==> src/rtl/fb_pkg.sv <==
// rtl/fb_pkg.sv - shared constants, register map and state type for the rectangle filler
package fb_pkg;

    localparam int H_RES = 640;
    localparam int V_RES = 480;

    localparam logic [3:0] REG_X_HI   = 4'd0;
    localparam logic [3:0] REG_X_LO   = 4'd1;
    localparam logic [3:0] REG_Y_HI   = 4'd2;
    localparam logic [3:0] REG_Y_LO   = 4'd3;
    localparam logic [3:0] REG_W_HI   = 4'd4;
    localparam logic [3:0] REG_W_LO   = 4'd5;
    localparam logic [3:0] REG_H_HI   = 4'd6;
    localparam logic [3:0] REG_H_LO   = 4'd7;
    localparam logic [3:0] REG_COLOR  = 4'd8;
    localparam logic [3:0] REG_CTRL   = 4'd9;
    localparam logic [3:0] REG_STATUS = 4'd9;

    localparam int CTRL_START  = 0;
    localparam int CTRL_ABORT  = 1;
    localparam int CTRL_IRQ_EN = 2;

    localparam int STAT_BUSY  = 0;
    localparam int STAT_DONE  = 1;
    localparam int STAT_EMPTY = 2;

    typedef enum logic [1:0] {IDLE, SETUP, RUN, DONE} fill_state_t;

    // Exclusive end coordinate, clipped to the screen edge; 17 bits so base+len cannot wrap.
    function automatic logic [16:0] clip_end(input logic [15:0] base, input logic [15:0] len,
                                             input logic [16:0] limit);
        logic [16:0] sum;
        sum = {1'b0, base} + {1'b0, len};
        return (sum > limit) ? limit : sum;
    endfunction

endpackage

==> src/rtl/fb_rect_regs.sv <==
// rtl/fb_rect_regs.sv - Avalon register file, START/ABORT pulses, status flags and read pipeline
module fb_rect_regs
    import fb_pkg::*;
(
    input  logic        clk,
    input  logic        reset,
    input  logic        chipselect,
    input  logic        write,
    input  logic        read,
    input  logic [3:0]  address,
    input  logic [7:0]  writedata,
    output logic [7:0]  readdata,
    input  logic        busy,
    input  logic        set_done,
    input  logic        set_empty,
    output logic [15:0] x,
    output logic [15:0] y,
    output logic [15:0] w,
    output logic [15:0] h,
    output logic [7:0]  color,
    output logic        start,
    output logic        abort,
    output logic        done,
    output logic        empty,
    output logic        irq
);

    logic       wr;
    logic       rd;
    logic       wr_ctrl;
    logic       irq_en;
    logic [7:0] rd_mux;

    assign wr      = chipselect && write;
    assign rd      = chipselect && read;
    assign wr_ctrl = wr && (address == REG_CTRL);

    // START only counts when idle, ABORT only when busy; this resolves a combined write.
    assign start = wr_ctrl && writedata[CTRL_START] && !busy;
    assign abort = wr_ctrl && writedata[CTRL_ABORT] && busy;
    assign irq   = done && irq_en;

    always_comb begin
        rd_mux = '0;
        case (address)
            REG_X_HI:   rd_mux = x[15:8];
            REG_X_LO:   rd_mux = x[7:0];
            REG_Y_HI:   rd_mux = y[15:8];
            REG_Y_LO:   rd_mux = y[7:0];
            REG_W_HI:   rd_mux = w[15:8];
            REG_W_LO:   rd_mux = w[7:0];
            REG_H_HI:   rd_mux = h[15:8];
            REG_H_LO:   rd_mux = h[7:0];
            REG_COLOR:  rd_mux = color;
            REG_STATUS: rd_mux = {5'b0, empty, done, busy};
            default:    rd_mux = '0;
        endcase
    end

    always_ff @(posedge clk) begin
        if (reset) begin
            x        <= '0;
            y        <= '0;
            w        <= '0;
            h        <= '0;
            color    <= '0;
            irq_en   <= 1'b0;
            done     <= 1'b0;
            empty    <= 1'b0;
            readdata <= '0;
        end else begin
            if (wr && !busy) begin
                case (address)
                    REG_X_HI:  x[15:8] <= writedata;
                    REG_X_LO:  x[7:0]  <= writedata;
                    REG_Y_HI:  y[15:8] <= writedata;
                    REG_Y_LO:  y[7:0]  <= writedata;
                    REG_W_HI:  w[15:8] <= writedata;
                    REG_W_LO:  w[7:0]  <= writedata;
                    REG_H_HI:  h[15:8] <= writedata;
                    REG_H_LO:  h[7:0]  <= writedata;
                    REG_COLOR: color   <= writedata;
                    default:   ;
                endcase
            end
            if (wr_ctrl) begin
                irq_en <= writedata[CTRL_IRQ_EN];
            end

            // A completion event beats a simultaneous STATUS read so it is never lost.
            if (start) begin
                done  <= 1'b0;
                empty <= 1'b0;
            end else if (set_done) begin
                done <= 1'b1;
                if (set_empty) begin
                    empty <= 1'b1;
                end
            end else if (rd && (address == REG_STATUS)) begin
                done  <= 1'b0;
                empty <= 1'b0;
            end

            if (rd) begin
                readdata <= rd_mux;
            end
        end
    end

endmodule

==> src/rtl/fb_rect_filler.sv <==
// rtl/fb_rect_filler.sv - rectangle fill engine: clip, walk row-major, emit framebuffer writes
module fb_rect_filler #(
    parameter int H_RES  = fb_pkg::H_RES,
    parameter int V_RES  = fb_pkg::V_RES,
    parameter int ADDR_W = 19,
    parameter int DATA_W = 8
) (
    input  logic              clk,
    input  logic              reset,
    input  logic              chipselect,
    input  logic              write,
    input  logic              read,
    input  logic [3:0]        address,
    input  logic [7:0]        writedata,
    output logic [7:0]        readdata,
    output logic              fb_we,
    input  logic              fb_ready,
    output logic [ADDR_W-1:0] fb_address,
    output logic [DATA_W-1:0] fb_data,
    output logic              irq
);
    import fb_pkg::*;

    fill_state_t state;
    fill_state_t state_n;

    logic              start;
    logic              abort;
    logic              busy;
    logic              set_done;
    logic              set_empty;
    logic              done;
    logic              empty;
    logic [15:0]       reg_x;
    logic [15:0]       reg_y;
    logic [15:0]       reg_w;
    logic [15:0]       reg_h;
    logic [7:0]        reg_color;

    logic [15:0]       s_x;
    logic [15:0]       s_y;
    logic [15:0]       s_w;
    logic [15:0]       s_h;
    logic [7:0]        s_color;
    logic [16:0]       x_end;
    logic [16:0]       y_end;
    logic [15:0]       cx;
    logic [15:0]       cy;
    logic [ADDR_W-1:0] row_base;
    logic [ADDR_W-1:0] row_base_init;
    logic              rect_empty;
    logic              col_last;
    logic              row_last;
    logic              handshake;

    fb_rect_regs u_regs (
        .clk        (clk),
        .reset      (reset),
        .chipselect (chipselect),
        .write      (write),
        .read       (read),
        .address    (address),
        .writedata  (writedata),
        .readdata   (readdata),
        .busy       (busy),
        .set_done   (set_done),
        .set_empty  (set_empty),
        .x          (reg_x),
        .y          (reg_y),
        .w          (reg_w),
        .h          (reg_h),
        .color      (reg_color),
        .start      (start),
        .abort      (abort),
        .done       (done),
        .empty      (empty),
        .irq        (irq)
    );

    assign busy       = (state != IDLE);
    assign rect_empty = (s_w == '0) || (s_h == '0) ||
                        (s_x >= 16'(H_RES)) || (s_y >= 16'(V_RES));
    // 640 = 512 + 128: two shifts and an add instead of a multiplier.
    assign row_base_init = (H_RES == 640) ?
                           ((ADDR_W'(s_y) << 9) + (ADDR_W'(s_y) << 7)) :
                           (ADDR_W'(s_y) * ADDR_W'(H_RES));
    assign col_last   = (({1'b0, cx} + 17'd1) >= x_end);
    assign row_last   = (({1'b0, cy} + 17'd1) == y_end);
    assign handshake  = (state == RUN) && fb_ready;

    assign fb_we      = (state == RUN);
    assign fb_address = fb_we ? (row_base + ADDR_W'(cx)) : '0;
    assign fb_data    = fb_we ? DATA_W'(s_color) : '0;

    always_comb begin
        state_n   = state;
        set_done  = 1'b0;
        set_empty = 1'b0;
        case (state)
            IDLE: begin
                if (start) begin
                    state_n = SETUP;
                end
            end
            SETUP: begin
                if (abort) begin
                    state_n  = IDLE;
                    set_done = 1'b1;
                end else if (rect_empty) begin
                    state_n   = IDLE;
                    set_done  = 1'b1;
                    set_empty = 1'b1;
                end else begin
                    state_n = RUN;
                end
            end
            RUN: begin
                if (abort) begin
                    state_n  = IDLE;
                    set_done = 1'b1;
                end else if (fb_ready && col_last && row_last) begin
                    state_n = DONE;
                end
            end
            DONE: begin
                set_done = 1'b1;
                state_n  = IDLE;
            end
            default: state_n = IDLE;
        endcase
    end

    always_ff @(posedge clk) begin
        if (reset) begin
            state    <= IDLE;
            s_x      <= '0;
            s_y      <= '0;
            s_w      <= '0;
            s_h      <= '0;
            s_color  <= '0;
            x_end    <= '0;
            y_end    <= '0;
            cx       <= '0;
            cy       <= '0;
            row_base <= '0;
        end else begin
            state <= state_n;
            if (start) begin
                s_x     <= reg_x;
                s_y     <= reg_y;
                s_w     <= reg_w;
                s_h     <= reg_h;
                s_color <= reg_color;
            end
            if (state == SETUP) begin
                x_end    <= clip_end(s_x, s_w, 17'(H_RES));
                y_end    <= clip_end(s_y, s_h, 17'(V_RES));
                cx       <= s_x;
                cy       <= s_y;
                row_base <= row_base_init;
            end else if (handshake) begin
                if (!col_last) begin
                    cx <= cx + 16'd1;
                end else begin
                    cx       <= s_x;
                    cy       <= cy + 16'd1;
                    row_base <= row_base + ADDR_W'(H_RES);
                end
            end
        end
    end

endmodule

==> config.mk <==
export PLATFORM = sky130hd
export DESIGN_NAME = fb_rect_filler
export DESIGN_NICKNAME = d
export VERILOG_FILES = /design/src/rtl/fb_pkg.sv /design/src/rtl/fb_rect_regs.sv /design/src/rtl/fb_rect_filler.sv
export SDC_FILE = /design/constraint.sdc
export NUM_CORES = 1
export LEC_CHECK = 0
export ABC_AREA = 1
export CORE_MARGIN = 4
export CORE_UTILIZATION = 35
export CTS_BUF_LIST = sky130_fd_sc_hd__clkbuf_16
export DETAILED_ROUTE_END_ITERATION = 8
export REMOVE_ABC_BUFFERS = 1
export SLEW_MARGIN = 0
export SYNTH_ARGS = -nofsm -noshare
export SYNTH_HDL_FRONTEND = slang
export SYNTH_SLANG_ARGS = --single-unit
==> constraint.sdc <==
create_clock -name clk -period 3.8 [get_ports clk]
set_input_delay 1.14 -clock clk [delete_from_list [all_inputs] [get_ports clk]]
set_output_delay 1.14 -clock clk [all_outputs]
set_load 0.1 [all_outputs]
==> results.py <==
metrics = {
    "hold_path": {
        "hp-class": "reg2reg",
        "hold_path_startpoint": "s_color[7]",
        "hold_depth": 2,
        "hold_end": "s_color[7]",
    },
    "synth": {
        "synth_top_flop_cell": "dfxtp_1",
        "synth.ff_latch_count": 235,
        "ys_async_sr_fraction_pct": 0,
        "synth-edff-count": 0,
        "synth_top_cell_by_area": "dfxtp_1",
        "netlist_area_um2": 14380,
        "synth_area_leaders": "dfxtp_1, nand2_1, inv_1",
        "netlist_instances": 2251,
        "ys_top_cells_by_count": "nand2_1, inv_1, nor2_1, dfxtp_1, a21oi_1",
        "synth_cell_types": 49,
        "yosysMostFrequentCell": "nand2_1",
        "yosys.area.top_type_share_pct": 32.72,
        "ys_warn_count": 0,
        "avgSynthCellArea_um2": 6.387,
        "ys_seq_area_share_pct": 32.72,
    },
    "clock_tree": {
        "cts_made_buffers": 28,
        "clockBufferDepth": 3,
        "cts_tree": "yes",
        "clkTransAtPathRegs_ns": 0.06,
        "htreeDepth": 1,
        "holdBufCountCts": 0,
        "clockRootBuffer": "clkbuf_16",
        "cts_sinks": 235,
        "clkLatencyLatePin_ns": 0.56,
    },
    "worst_setup_path": {
        "end_kind": "primary output",
        "r2r_cells": 19,
        "cp_max_fo": 8,
        "crit_path_start_kind": "flop",
        "criticalPathCategory": "reg2out",
        "cp.required_ns": 2.66,
        "arrival_ns": 2.55,
        "r2r_start": "cx[0]",
        "ff2ff_setup_slack_ns": 0.38,
        "r2r_end": "cx[0]",
    },
    "sta": {
        "maxSlewViolCount": 0,
        "fin_setup_tns_ns": 0,
        "worst_pin_slew_ns": 0.8545,
        "slew_headroom_pct": 42.95,
        "hold_violations": 0,
        "layout_min_cycle_time_ns": 3.691,
        "setup_viol": 0,
        "fmax_mhz": 270.9,
        "rsz0062_at_grt": "true",
        "skew_ns": 0.02649,
        "period_share_pct": 97.14,
    },
    "floorplanning": {
        "start_util_pct": 35.78,
        "ios": 55,
        "dieArea_um2": 44390,
        "die_h_um": 210.7,
        "core_um2": 40190,
        "die_x_um": 210.7,
        "fp-row-count": 73,
    },
    "finish": {
        "multiInputGateArea_um2": 8061,
        "fillers": 4229,
        "drive_above_1_share_pct": 8.667,
        "area_delta_synth_final_pct": 15.24,
        "final_util_pct": 41.23,
        "fin_nets": 2369,
        "final_cell_count_no_fill": 2821,
        "design_area_um2": 16570,
        "n_antenna_cell": 0,
        "regArea_um2": 4711,
    },
    "flow_run": {
        "drv_cap": 0,
    },
    "drt": {
        "via_count": 14224,
        "ant_nets": 0,
        "vias_per_cell": 5.042,
        "route.detailed.drc": 0,
        "drt_iter0_markers": 1088,
        "routed_wl_um": 43670,
        "drt_first_pass_iters": 6,
        "wl_per_cell_um": 15.48,
    },
    "placement": {
        "globalplace.congestion": 0.9372,
        "dp_cells": 2769,
        "dp_hpwl_um": 32450,
        "io_buffer_count": 54,
        "dpl_cell_area_um2": 15610,
    },
    "power_and_ir_drop": {
        "power.total_uw": 5361,
        "p_leak_uw": 0.007255,
        "ir_drop_mv": 0.2951,
        "power.density_nw_per_um2": 323.6,
    },
    "grt": {
        "grt_pass1_vias": 12836,
        "antenna_found_initial": 0,
        "grt_max_degree": 77,
        "grt_pass1_wl_um": 68460,
        "grt_util_all_layers_pct": 18.69,
        "grt_overflow_total": 0,
    },
    "outcome": {
        "status": "completed",
    },
}
-- per-stage QoR --
step,hold WS (ns),worst slack [ns]
detailed placement,0.4456,0.4833
CTS,0.4551,-0.004531
finish,0.4526,0.1087
global route,0.4787,-0.1164
global placement,0.4438,0.5429
floorplan,0.4276,-0.9664
-- metal layers --
metal	GRT usage (%)	vias up	wire, um
li1	-	7339	-
met1	26.80	6491	21200
met2	29.70	340	19300
met3	2.881	54	2294
met4	4.471	0	872
met5	0	-	0
-- area by class of cell --
class                      instances  area share [%]
inverter                         351           7.990
clock buffer                      28           4.229
timing repair inverter             1         0.04531
sequential                       235           28.43
multi-input combinational       1586           48.66
timing repair buffer              75           5.664
clock inverter                    20           1.019
tap                              525           3.965
-- worst max-delay path: stages (launching register included) --
cell	delay [ns]
dfxtp_1	0.52
ha_1	0.34
nand2_1	0.09
nor2_1	0.05
nand3_1	0.08
o2111ai_1	0.16
nand2_1	0.14
inv_1	0.06
nor3_1	0.34
buf_12	0.23
-- timing repair --
item,CTS,global route
gates cloned,0,1
resized for setup,5,10
pin swaps,1,0
buffers inserted,0,3
endpoints found under the setup margin,3,22
-- power breakdown --
| group | internal, uW | total, uW | switching, uW |
|---|---|---|---|
| registers | 2490 | 2510 | 21.7 |
| clock network | 1470 | 2570 | 1090 |
| logic | 87.5 | 288 | 200 |
| total | 4050 | 5360 | 1310 |
-- flip-flops by register name, indices dropped and copies added (netlist names) --
signal,cells
x_end,17
y_end,17
cx,16
cy,16
s_h,16
s_w,16
s_x,16
s_y,16
u_regs.h,16
u_regs.w,16
u_regs.x,16
u_regs.y,16
row_base,12
s_color,8
u_regs.color,8
u_regs.readdata,8
state,2
u_regs.done,1
u_regs.empty,1
u_regs.irq_en,1
-- worst max-delay path by stage --
| stage | slack [ns] | end | startpoint | depth (start not counted) |
|---|---|---|---|---|
| finish | 0.11 | fb_address[16] | row_base[13] | 9 |
| detailed placement | 0.48 | cx[0] | cx[0] | 19 |
| floorplan | -0.97 | fb_address[12] | state[1] | 4 |
| CTS | -0.005 | fb_address[16] | state[1] | 5 |
| global route | -0.12 | fb_address[15] | cx[8] | 14 |
| global placement | 0.54 | fb_address[15] | cx[9] | 13 |
-- cell usage in the layout, fill, tap and decap left out, drive strengths merged, types with 16 or more instances in the layout --
cell type,netlist,layout
a21oi,219,219
buf,28,59
clkbuf,51,28
clkdlybuf4s50,0,16
dfxtp,235,235
ha,70,70
inv,350,352
nand2,521,521
nand3,119,119
nand4,43,43
nor2,262,262
nor3,28,28
o21ai,232,232
o22ai,19,19
-- cells by family after synthesis --
kind of cell	share of synthesized area (%)
simple gates	30.36
fa+ha+maj	6.509
buf+inv	11.55
compound gates	17.77
xor+xnor	1.088
flops	32.72
No activity file was read; power rests on OpenSTA's default activity.
